<file path="config.mk">
export PLATFORM = sky130hd
export DESIGN_NAME = palette_lookup_arbiter
export DESIGN_NICKNAME = d
export VERILOG_FILES = /design/src/rtl/palette_lookup_arbiter.sv
export SDC_FILE = /design/constraint.sdc
export NUM_CORES = 1
export LEC_CHECK = 0
export BUFFER_PORTS_ARGS = -buffer_cell sky130_fd_sc_hd__buf_2
export CORE_UTILIZATION = 49
export DETAILED_ROUTE_END_ITERATION = 8
export GPL_TIMING_DRIVEN = 0
export PLACE_DENSITY_LB_ADDON = 0.1
export REMOVE_ABC_BUFFERS = 1
export SYNTH_ARGS = -nofsm -noshare
export SYNTH_HDL_FRONTEND = slang
export SYNTH_SLANG_ARGS = --single-unit
</file>
<file path="constraint.sdc">
create_clock -name Clk -period 5.51 [get_ports Clk]
set_input_delay 1.102 -clock Clk [delete_from_list [all_inputs] [get_ports Clk]]
set_output_delay 1.102 -clock Clk [all_outputs]
set_load 0.03 [all_outputs]
</file>
<file path="src/rtl/palette_lookup_arbiter.sv">
// palette_lookup_arbiter
//   Shared 16 x 12-bit (RGB444) sprite palette serving NUM_REQ renderers.
//   Requests are arbitrated round-robin, one lookup is accepted per cycle and
//   the colour comes back through a single registered response stage that
//   honours downstream back-pressure. A CPU port rewrites entries at runtime.
//
// Ports
//   Clk, Reset_n       clock, asynchronous active-low reset
//   req, req_idx       per-requester request and 4-bit palette index
//   gnt                one-hot combinational grant (request accepted this cycle)
//   rsp_valid/ready    response handshake
//   rsp_id             requester owning the response
//   rsp_rgb            looked-up colour {r,g,b}
//   rsp_transparent    looked-up index equals TRANSPARENT_IDX
//   cfg_we/addr/data   palette entry write port
module palette_lookup_arbiter #(
  parameter int unsigned   NUM_REQ         = 4,
  parameter int unsigned   TRANSPARENT_IDX = 0,
  parameter logic [191:0]  DEFAULT_PALETTE =
    192'hF0F_2C7_F8A_B5E_E42_8AA_1C6_695_DDC_3D8_2B6_7DA_1D6_C78_F48_4A8,
  localparam int unsigned  IDW             = (NUM_REQ > 1) ? $clog2(NUM_REQ) : 1
) (
  input  logic                   Clk,
  input  logic                   Reset_n,
  input  logic [NUM_REQ-1:0]     req,
  input  logic [4*NUM_REQ-1:0]   req_idx,
  output logic [NUM_REQ-1:0]     gnt,
  output logic                   rsp_valid,
  input  logic                   rsp_ready,
  output logic [IDW-1:0]         rsp_id,
  output logic [11:0]            rsp_rgb,
  output logic                   rsp_transparent,
  input  logic                   cfg_we,
  input  logic [3:0]             cfg_addr,
  input  logic [11:0]            cfg_data
);

  localparam logic [IDW:0] NREQ_W = (IDW+1)'(NUM_REQ);
  localparam logic [3:0]   TIDX   = 4'(TRANSPARENT_IDX);

  logic [11:0]    pal_q [16];
  logic [IDW-1:0] rr_ptr_q, rr_ptr_d;

  logic           rsp_valid_q, rsp_valid_d;
  logic [IDW-1:0] rsp_id_q, rsp_id_d;
  logic [11:0]    rsp_rgb_q, rsp_rgb_d;
  logic           rsp_transp_q, rsp_transp_d;

  logic           found;
  logic [IDW-1:0] grant_id;
  logic [IDW:0]   cand_sum;
  logic [IDW-1:0] cand;
  logic [3:0]     sel_idx;
  logic           accept;

  // Round-robin scan starting at rr_ptr; the sum is one bit wider so the
  // wrap works for non-power-of-two requester counts.
  always_comb begin
    found    = 1'b0;
    grant_id = '0;
    cand_sum = '0;
    cand     = '0;
    for (int k = 0; k < int'(NUM_REQ); k++) begin
      cand_sum = {1'b0, rr_ptr_q} + (IDW+1)'(k);
      if (cand_sum >= NREQ_W) cand_sum = cand_sum - NREQ_W;
      cand = cand_sum[IDW-1:0];
      if (!found && req[cand]) begin
        found    = 1'b1;
        grant_id = cand;
      end
    end
  end

  always_comb begin
    sel_idx = '0;
    for (int i = 0; i < int'(NUM_REQ); i++) begin
      if (grant_id == IDW'(i)) sel_idx = req_idx[4*i +: 4];
    end
  end

  // Reset_n gates the accept so no grant escapes while reset is held.
  assign accept = Reset_n && found && (!rsp_valid_q || rsp_ready);

  always_comb begin
    gnt = '0;
    for (int i = 0; i < int'(NUM_REQ); i++) begin
      gnt[i] = accept && (grant_id == IDW'(i));
    end
  end

  always_comb begin
    rr_ptr_d = rr_ptr_q;
    if (accept) begin
      rr_ptr_d = (grant_id == IDW'(NUM_REQ - 1)) ? '0 : grant_id + 1'b1;
    end
  end

  // Response stage: load on accept, drop when consumed, otherwise hold.
  // The colour is captured here, so later palette writes cannot disturb a
  // stalled response.
  always_comb begin
    rsp_valid_d  = rsp_valid_q;
    rsp_id_d     = rsp_id_q;
    rsp_rgb_d    = rsp_rgb_q;
    rsp_transp_d = rsp_transp_q;
    if (accept) begin
      rsp_valid_d  = 1'b1;
      rsp_id_d     = grant_id;
      rsp_rgb_d    = pal_q[sel_idx];
      rsp_transp_d = (sel_idx == TIDX);
    end else if (rsp_ready) begin
      rsp_valid_d  = 1'b0;
    end
  end

  always_ff @(posedge Clk or negedge Reset_n) begin
    if (!Reset_n) begin
      rr_ptr_q     <= '0;
      rsp_valid_q  <= 1'b0;
      rsp_id_q     <= '0;
      rsp_rgb_q    <= '0;
      rsp_transp_q <= 1'b0;
    end else begin
      rr_ptr_q     <= rr_ptr_d;
      rsp_valid_q  <= rsp_valid_d;
      rsp_id_q     <= rsp_id_d;
      rsp_rgb_q    <= rsp_rgb_d;
      rsp_transp_q <= rsp_transp_d;
    end
  end

  // Palette read above uses the pre-edge contents, so a same-cycle write to
  // the granted entry returns the old colour.
  always_ff @(posedge Clk or negedge Reset_n) begin
    if (!Reset_n) begin
      for (int e = 0; e < 16; e++) begin
        pal_q[e] <= DEFAULT_PALETTE[191-12*e -: 12];
      end
    end else if (cfg_we) begin
      pal_q[cfg_addr] <= cfg_data;
    end
  end

  assign rsp_valid       = rsp_valid_q;
  assign rsp_id          = rsp_id_q;
  assign rsp_rgb         = rsp_rgb_q;
  assign rsp_transparent = rsp_transp_q;

endmodule

</file>
# == After elaboration in Yosys (flattened, before gate mapping) ==
# Index checks and enable logic that the tools add are counted.
# totals
input_bits,40
regBits,210
# op_classes
n_lt_le_gt_ge,11
n_eq_ne,3
n_addsub,8
bitwise_logic,2
muxes,33
n_reduce_logical,18
# op_table
op,count
192-bit bitwise mux,1
12-bit binary-select mux with 4-bit select,1
12-bit demux with 4-bit select,1
12-bit two-way mux,3
2-bit two-way mux,9
4-bit two-way mux,4
2-bit by 3-bit < comparator with 1-bit output (second input constant),4
5-bit greater-or-equal comparator (second input constant),2
1-bit logical AND,10
1-bit two-way mux,10
4-bit NOT with 5-bit output,2
3-bit greater-or-equal comparator (second input constant),3
1-bit binary-select mux with 2-bit select,4
2-bit by 1-bit subtractor with 2-bit output (second input constant),4
2-bit by 2-bit adder with 3-bit output (second input constant),2
5-bit by 1-bit < comparator with 1-bit output (second input constant),1
2-bit == test (second input constant),2
1-bit zero test,4
4-bit zero test,1
2-bit by 1-bit adder with 3-bit output (second input constant),1
2-bit by 3-bit greater-or-equal comparator with 1-bit output (second input constant),1
2-bit by 1-bit adder with 2-bit output (second input constant),1
2-bit by 1-bit == test with 1-bit output (second input constant),1
2-bit zero test,1
2 further kinds,2

# == Longest topological paths before layout ==
# depth
depth_word,23
depth_mapped,14
depth_no_buf,11

# == Worst setup path before layout ==
# OpenSTA, ideal clock, no wires.
# synth_timing
kind,input port to output port
start,in req[2]
end,out gnt[3]
setup_slack_ps,1933
arrival_ps,2475
path_stages,7
path_cell_list,mux2i_1 > nor2_1 > nor3_1 > ha_1 > buf_2 > inv_1 > nor2_1
# synth_via
word_cells_on_any_way,26
classes_between,1 x eq/ne; 16 x mux; 9 x reduce/logical
# synth_rtl
item,line,text
start: declaration,25,"input logic [NUM_REQ-1:0] req,"
1-bit binary-select mux with 2-bit select,67,if (!found && req[cand]) begin
1-bit two-way mux (implied by the code),67,
1-bit two-way mux,67,
1-bit zero test,67,
1-bit logical AND,67,
1-bit two-way mux,67,
1-bit zero test,67,
1-bit logical AND,67,
1-bit two-way mux,67,
1-bit zero test,67,
1-bit logical AND,67,
2-bit two-way mux *,67,
named net grant_id[0],50,logic [IDW-1:0] grant_id;
2-bit == test *,87,gnt[i] = accept && (grant_id == IDW'(i));
1-bit logical AND *,87,
end: declaration,27,"output logic [NUM_REQ-1:0] gnt,"
# The timed path passes the listed nets; every way through them passes the cells marked *. The select of a mux whose other input is x is not followed.

# == Worst setup path in the final report ==
# layout_timing
start,in req[0]
end,reg rsp_rgb_q[7] (netlist: rsp_rgb[7])
# layout_via
elab_chain_cells,21
word_cells_on_any_way,36
classes_between,3 x eq/ne; 23 x mux; 1 x bitwise; 9 x reduce/logical
# layout_rtl
item,line,text
1-bit binary-select mux with 2-bit select,67,
1-bit two-way mux (implied by the code),67,
1-bit two-way mux,67,
1-bit zero test,67,
1-bit logical AND,67,
1-bit two-way mux,67,
1-bit zero test,67,
1-bit logical AND,67,
[... 3 more ...],-,
2-bit two-way mux *,67,
named net grant_id[1],50,
2-bit zero test,77,if (grant_id == IDW'(i)) sel_idx = req_idx[4*i +: 4];
4-bit two-way mux (3 in a row),77,
4-bit two-way mux *,77,
4-bit NOT with 5-bit output (implied by the code) *,109,rsp_rgb_d = pal_q[sel_idx];
12-bit binary-select mux with 4-bit select *,109,
12-bit two-way mux (implied by the code) * (2 in a row),109,
end signal: assignment,127,rsp_rgb_q <= rsp_rgb_d;
end: declaration,46,"logic [11:0] rsp_rgb_q, rsp_rgb_d;"
# Marked as above.
# A chain may end at the register's enable or synchronous reset.

==> impl_table.tex <==
\begin{tabular}{lr}
\hline
Metric & Value \\
\hline
\multicolumn{2}{l}{\textbf{Floorplanning}} \\
\quad Die area & 21300 µm² \\
\quad Die Height & roughly 150 µm \\
\quad Initial cell density of the core & around 50\% \\
\quad IO Pins & 60 \\
\quad Die W & approximately 150 µm \\
\quad Row cnt & 52 \\
\quad Core area & 20200 µm² \\
\multicolumn{2}{l}{\textbf{Global routing}} \\
\quad Global-route wire length before repair & around 40000 µm \\
\quad Number of antenna violations at the first check in global routing & 0 \\
\quad Pin count of the biggest net entering global routing & approximately 130 \\
\quad Total grt overflow & 0 \\
\quad Global routing usage summed across all routing layers & between 20\% and 30\% \\
\quad Number of global-route vias before repair & around 7000 \\
\multicolumn{2}{l}{\textbf{Clocking}} \\
\quad Clk slew on worst S/H paths & around 60 ps \\
\quad CTS sink cnt & 210 \\
\quad Worst-skew pair later-pin latency & around 500 ps \\
\quad Post-CTS setup repair buffer count & 0 \\
\quad CTS tree & yes \\
\quad Cells resized by post-CTS repair & 0 \\
\quad Number of buffers inserted for hold repair after clock tree synthesis & 0 \\
\quad Level count of the clock H-tree & 1 \\
\quad Number of buffers added by the clock tree synthesis step & 24 \\
\quad Master cell of the clock root buffer & clkbuf\_16 \\
\quad Number of buffers between clock root and the deepest sink & 3 \\
\multicolumn{2}{l}{\textbf{Worst setup path}} \\
\quad CP required & 5940 ps \\
\quad Critical-path maximum fanout & 25 \\
\quad Critical Setup Path Class & in2reg \\
\quad Dominant cell type by count on the critical path & a21oi\_1 \\
\quad Nature of the critical path endpoint & flop \\
\quad Critical-path cell list & buf\_2 > a21oi\_1 > o21a\_1 > o22ai\_1 > inv\_1 > ha\_1 > nor3b\_1 > a221o\_1 > o221ai\_2 > o32ai\_1 > nor4\_1 > a21oi\_1 \\
\quad Startpoint type of the worst setup path & input pin \\
\quad Launching instance or port of the critical path & req[0] \\
\quad Buf/Inv on CP & 2 \\
\quad Startpoint of the lowest-slack register-to-register path & rr\_ptr\_q[1] \\
\quad Top delay family on crit path & compound AO/OA/AOI/OAI gates \\
\quad Delay contributed by the slowest stage of the critical path & roughly 1100 ps \\
\quad CP Data Arrival Time & a little over 5000 ps \\
\quad Crit-path slowest cell & a221o\_1 \\
\multicolumn{2}{l}{\textbf{STA}} \\
\quad Final number of setup-violating endpoints & 0 \\
\quad Fin worst setup slack & 762 ps \\
\quad Worst-margin pin slew & $\sim$1400 ps \\
\quad Unrepaired setup endpoints after global routing & no \\
\quad Hold Fails Final Rpt & 0 \\
\quad Max-slew violations & 0 \\
\quad Final sum of negative setup slack & 0 ps \\
\quad Worst hold margin & approximately 480 ps \\
\quad Final period utilization & between 80\% and 90\% \\
\quad Worst slew margin relative to its limit & under 10\% \\
\quad Min Tclk post-route & roughly 4700 ps \\
\quad Maximum clock frequency & 211 MHz \\
\quad Final clock skew & roughly 10 ps \\
\multicolumn{2}{l}{\textbf{Drt}} \\
\quad Detailed-route wire length per cell & 22.2 µm \\
\quad Wire length after detailed routing & around 25000 µm \\
\quad DRC errors left & 0 \\
\quad Initial DRC Count & $\sim$380 \\
\quad Post-route antenna net violation count & 0 \\
\quad Post-detailed-route via-to-cell ratio & around 5.8 \\
\quad Pre-Repair DR Iteration Count & 5 \\
\quad Vias & approximately 6500 \\
\multicolumn{2}{l}{\textbf{Synthesis}} \\
\quad FFs w/ async S/R, synth & 100\% \\
\quad Mapped cell area & 10100 µm² \\
\quad EDFF count, synth & 0 \\
\quad Most used flip-flop cell after synthesis & dfrtp\_1 \\
\quad Number of storage elements in the synthesis netlist & 210 \\
\quad Synth Area per Inst & 12.8 µm² \\
\quad Post-Syn Instances & 794 \\
\quad YS warnings & 0 \\
\quad Sequential area share after synthesis & between 50\% and 60\% \\
\quad Synth cell types & 47 \\
\multicolumn{2}{l}{\textbf{Min path}} \\
\quad Worst min-delay path class & reg2reg \\
\quad Origin of the worst min-delay path & rsp\_id[0] \\
\multicolumn{2}{l}{\textbf{Placement}} \\
\quad Post-Place Cells & 1078 \\
\quad HPWL after detailed placement & roughly 16000 µm \\
\quad Placer Congestion & 0.868 \\
\quad Port-buffer cells & slightly below 60 \\
\quad Worst setup timing slack at the placement stage & $\sim$240 ps \\
\quad Area post-placement & 10900 µm² \\
\multicolumn{2}{l}{\textbf{Finish}} \\
\quad Number of cells in the finished layout apart from fillers & around 1100 \\
\quad Net count, final & approximately 900 \\
\quad Number of filler instances in the final layout & approximately 1700 \\
\quad Share of cells above drive strength 1 & between 50\% and 60\% \\
\quad Area grow syn2layout & 14.9\% \\
\quad Leading cell type in the layout, fill and taps excluded & mux2\_2 \\
\quad Antenna Diode Count & 0 \\
\quad Most used cells in the layout excluding fill and tap cells & mux2\_2, dfrtp\_1, dfstp\_2, mux2i\_1, nand2\_1 \\
\quad Finished layout cell area & roughly 12000 µm² \\
\multicolumn{2}{l}{\textbf{Pwr}} \\
\quad Power density relative to cell area & 512 nW/µm² \\
\quad P\_leak & a little under 0.005 µW \\
\quad Largest vdd supply drop & roughly 0.00024 V \\
\multicolumn{2}{l}{\textbf{Run}} \\
\quad Maximum Capacitance Violations & 0 \\
\multicolumn{2}{l}{\textbf{Outcome}} \\
\quad Run status & completed \\
\hline
\end{tabular}
[path summary, 6_finish.rpt]
kind / depth (start not counted) / endpoint / slack (ps)
setup / recovery: 12 / rsp_rgb[7] / 760
hold / removal: 2 / rsp_id[0] / 480
setup reg to reg: 11 / rsp_rgb[7] / 1020
hold reg to reg: 2 / rsp_id[0] / 480
max in group asynchronous: 2 / pal_q[68] / 3900
min in group asynchronous: 1 / pal_q[46] / 560
[cell usage after synthesis, types with 12 or more instances]
library cell  number  share of area (%)
mux2i_1           85                8.4
nand2_1           61                2.3
nand4_1           24                1.5
dfstp_2          100                 26
nor2_1            26               0.96
mux2_2           192                 21
o2111ai_1         12                1.0
buf_2             14               0.69
dfrtp_1          110                 27
a21oi_1           15               0.74
clkbuf_1          35                1.3
nand2b_1          12               0.74
nor4_1            12               0.74
o32ai_1           12                1.0
nor3_1            25                1.2
[power breakdown]
part	internal (µW)	switching, µW	leakage [µW]	total [µW]
clock	936	600	0.000393	1540
combinational	948	1230	0.00217	2170
sequential	2050	202	0.00239	2250
[stage by stage]
| stage | util, % | total power, µW |
|---|---|---|
| finish | 57.6 | 5960 |
| global route | 57.6 | 6280 |
| CTS | 57.6 | 6010 |
| detailed placement | 53.7 | 4450 |
| global placement | 51.6 | 4310 |
| floorplan | - | 3710 |
[state kept, by name, summed over array words and instances (netlist names)]
signal / cells
rr_ptr_q: 2
rsp_rgb: 12
rsp_valid: 1
rsp_id: 2
rsp_transparent: 1
pal_q: 192
[kinds of logic after synthesis]
kind of cell               count (synthesis)  synth area share, %
muxes                                    277                 29.7
and+or+nand+nor                          175                 8.46
adders and majority gates                  4                0.493
DFF                                      210                 53.0
AOI/OAI and AO/OA                         60                 4.90
buffers and inverters                     68                 3.42
[worst register-to-register path: cells and delay by family, from the launching register on]
family,cells,cell delay (ps)
buf+inv,1,110
fa+ha+maj,1,340
flops,1,430
simple gates,2,570
compound gates,7,2970
[layout make-up]
class | count | area [µm²] | area share (%)
clock inverters | 5 | 31.3 | 0.268
clock buffers | 38 | 754 | 6.47
inverters | 5 | 18.8 | 0.161
well taps | 270 | 338 | 2.90
flip-flops and latches | 210 | 5380 | 46.2
repair buffers | 77 | 658 | 5.65
multi-input cells | 516 | 4470 | 38.4
[per-layer routing]
| metal | global-route usage [%] | wire, µm | up-vias |
|---|---|---|---|
| met4 | 6.79 | 657 | 0 |
| li1 | - | - | 2969 |
| met5 | 0 | 0 | - |
| met3 | 2.85 | 839 | 41 |
| met1 | 31.8 | 10900 | 3374 |
| met2 | 42.3 | 12600 | 135 |
No activity file was read; power rests on OpenSTA's default activity.
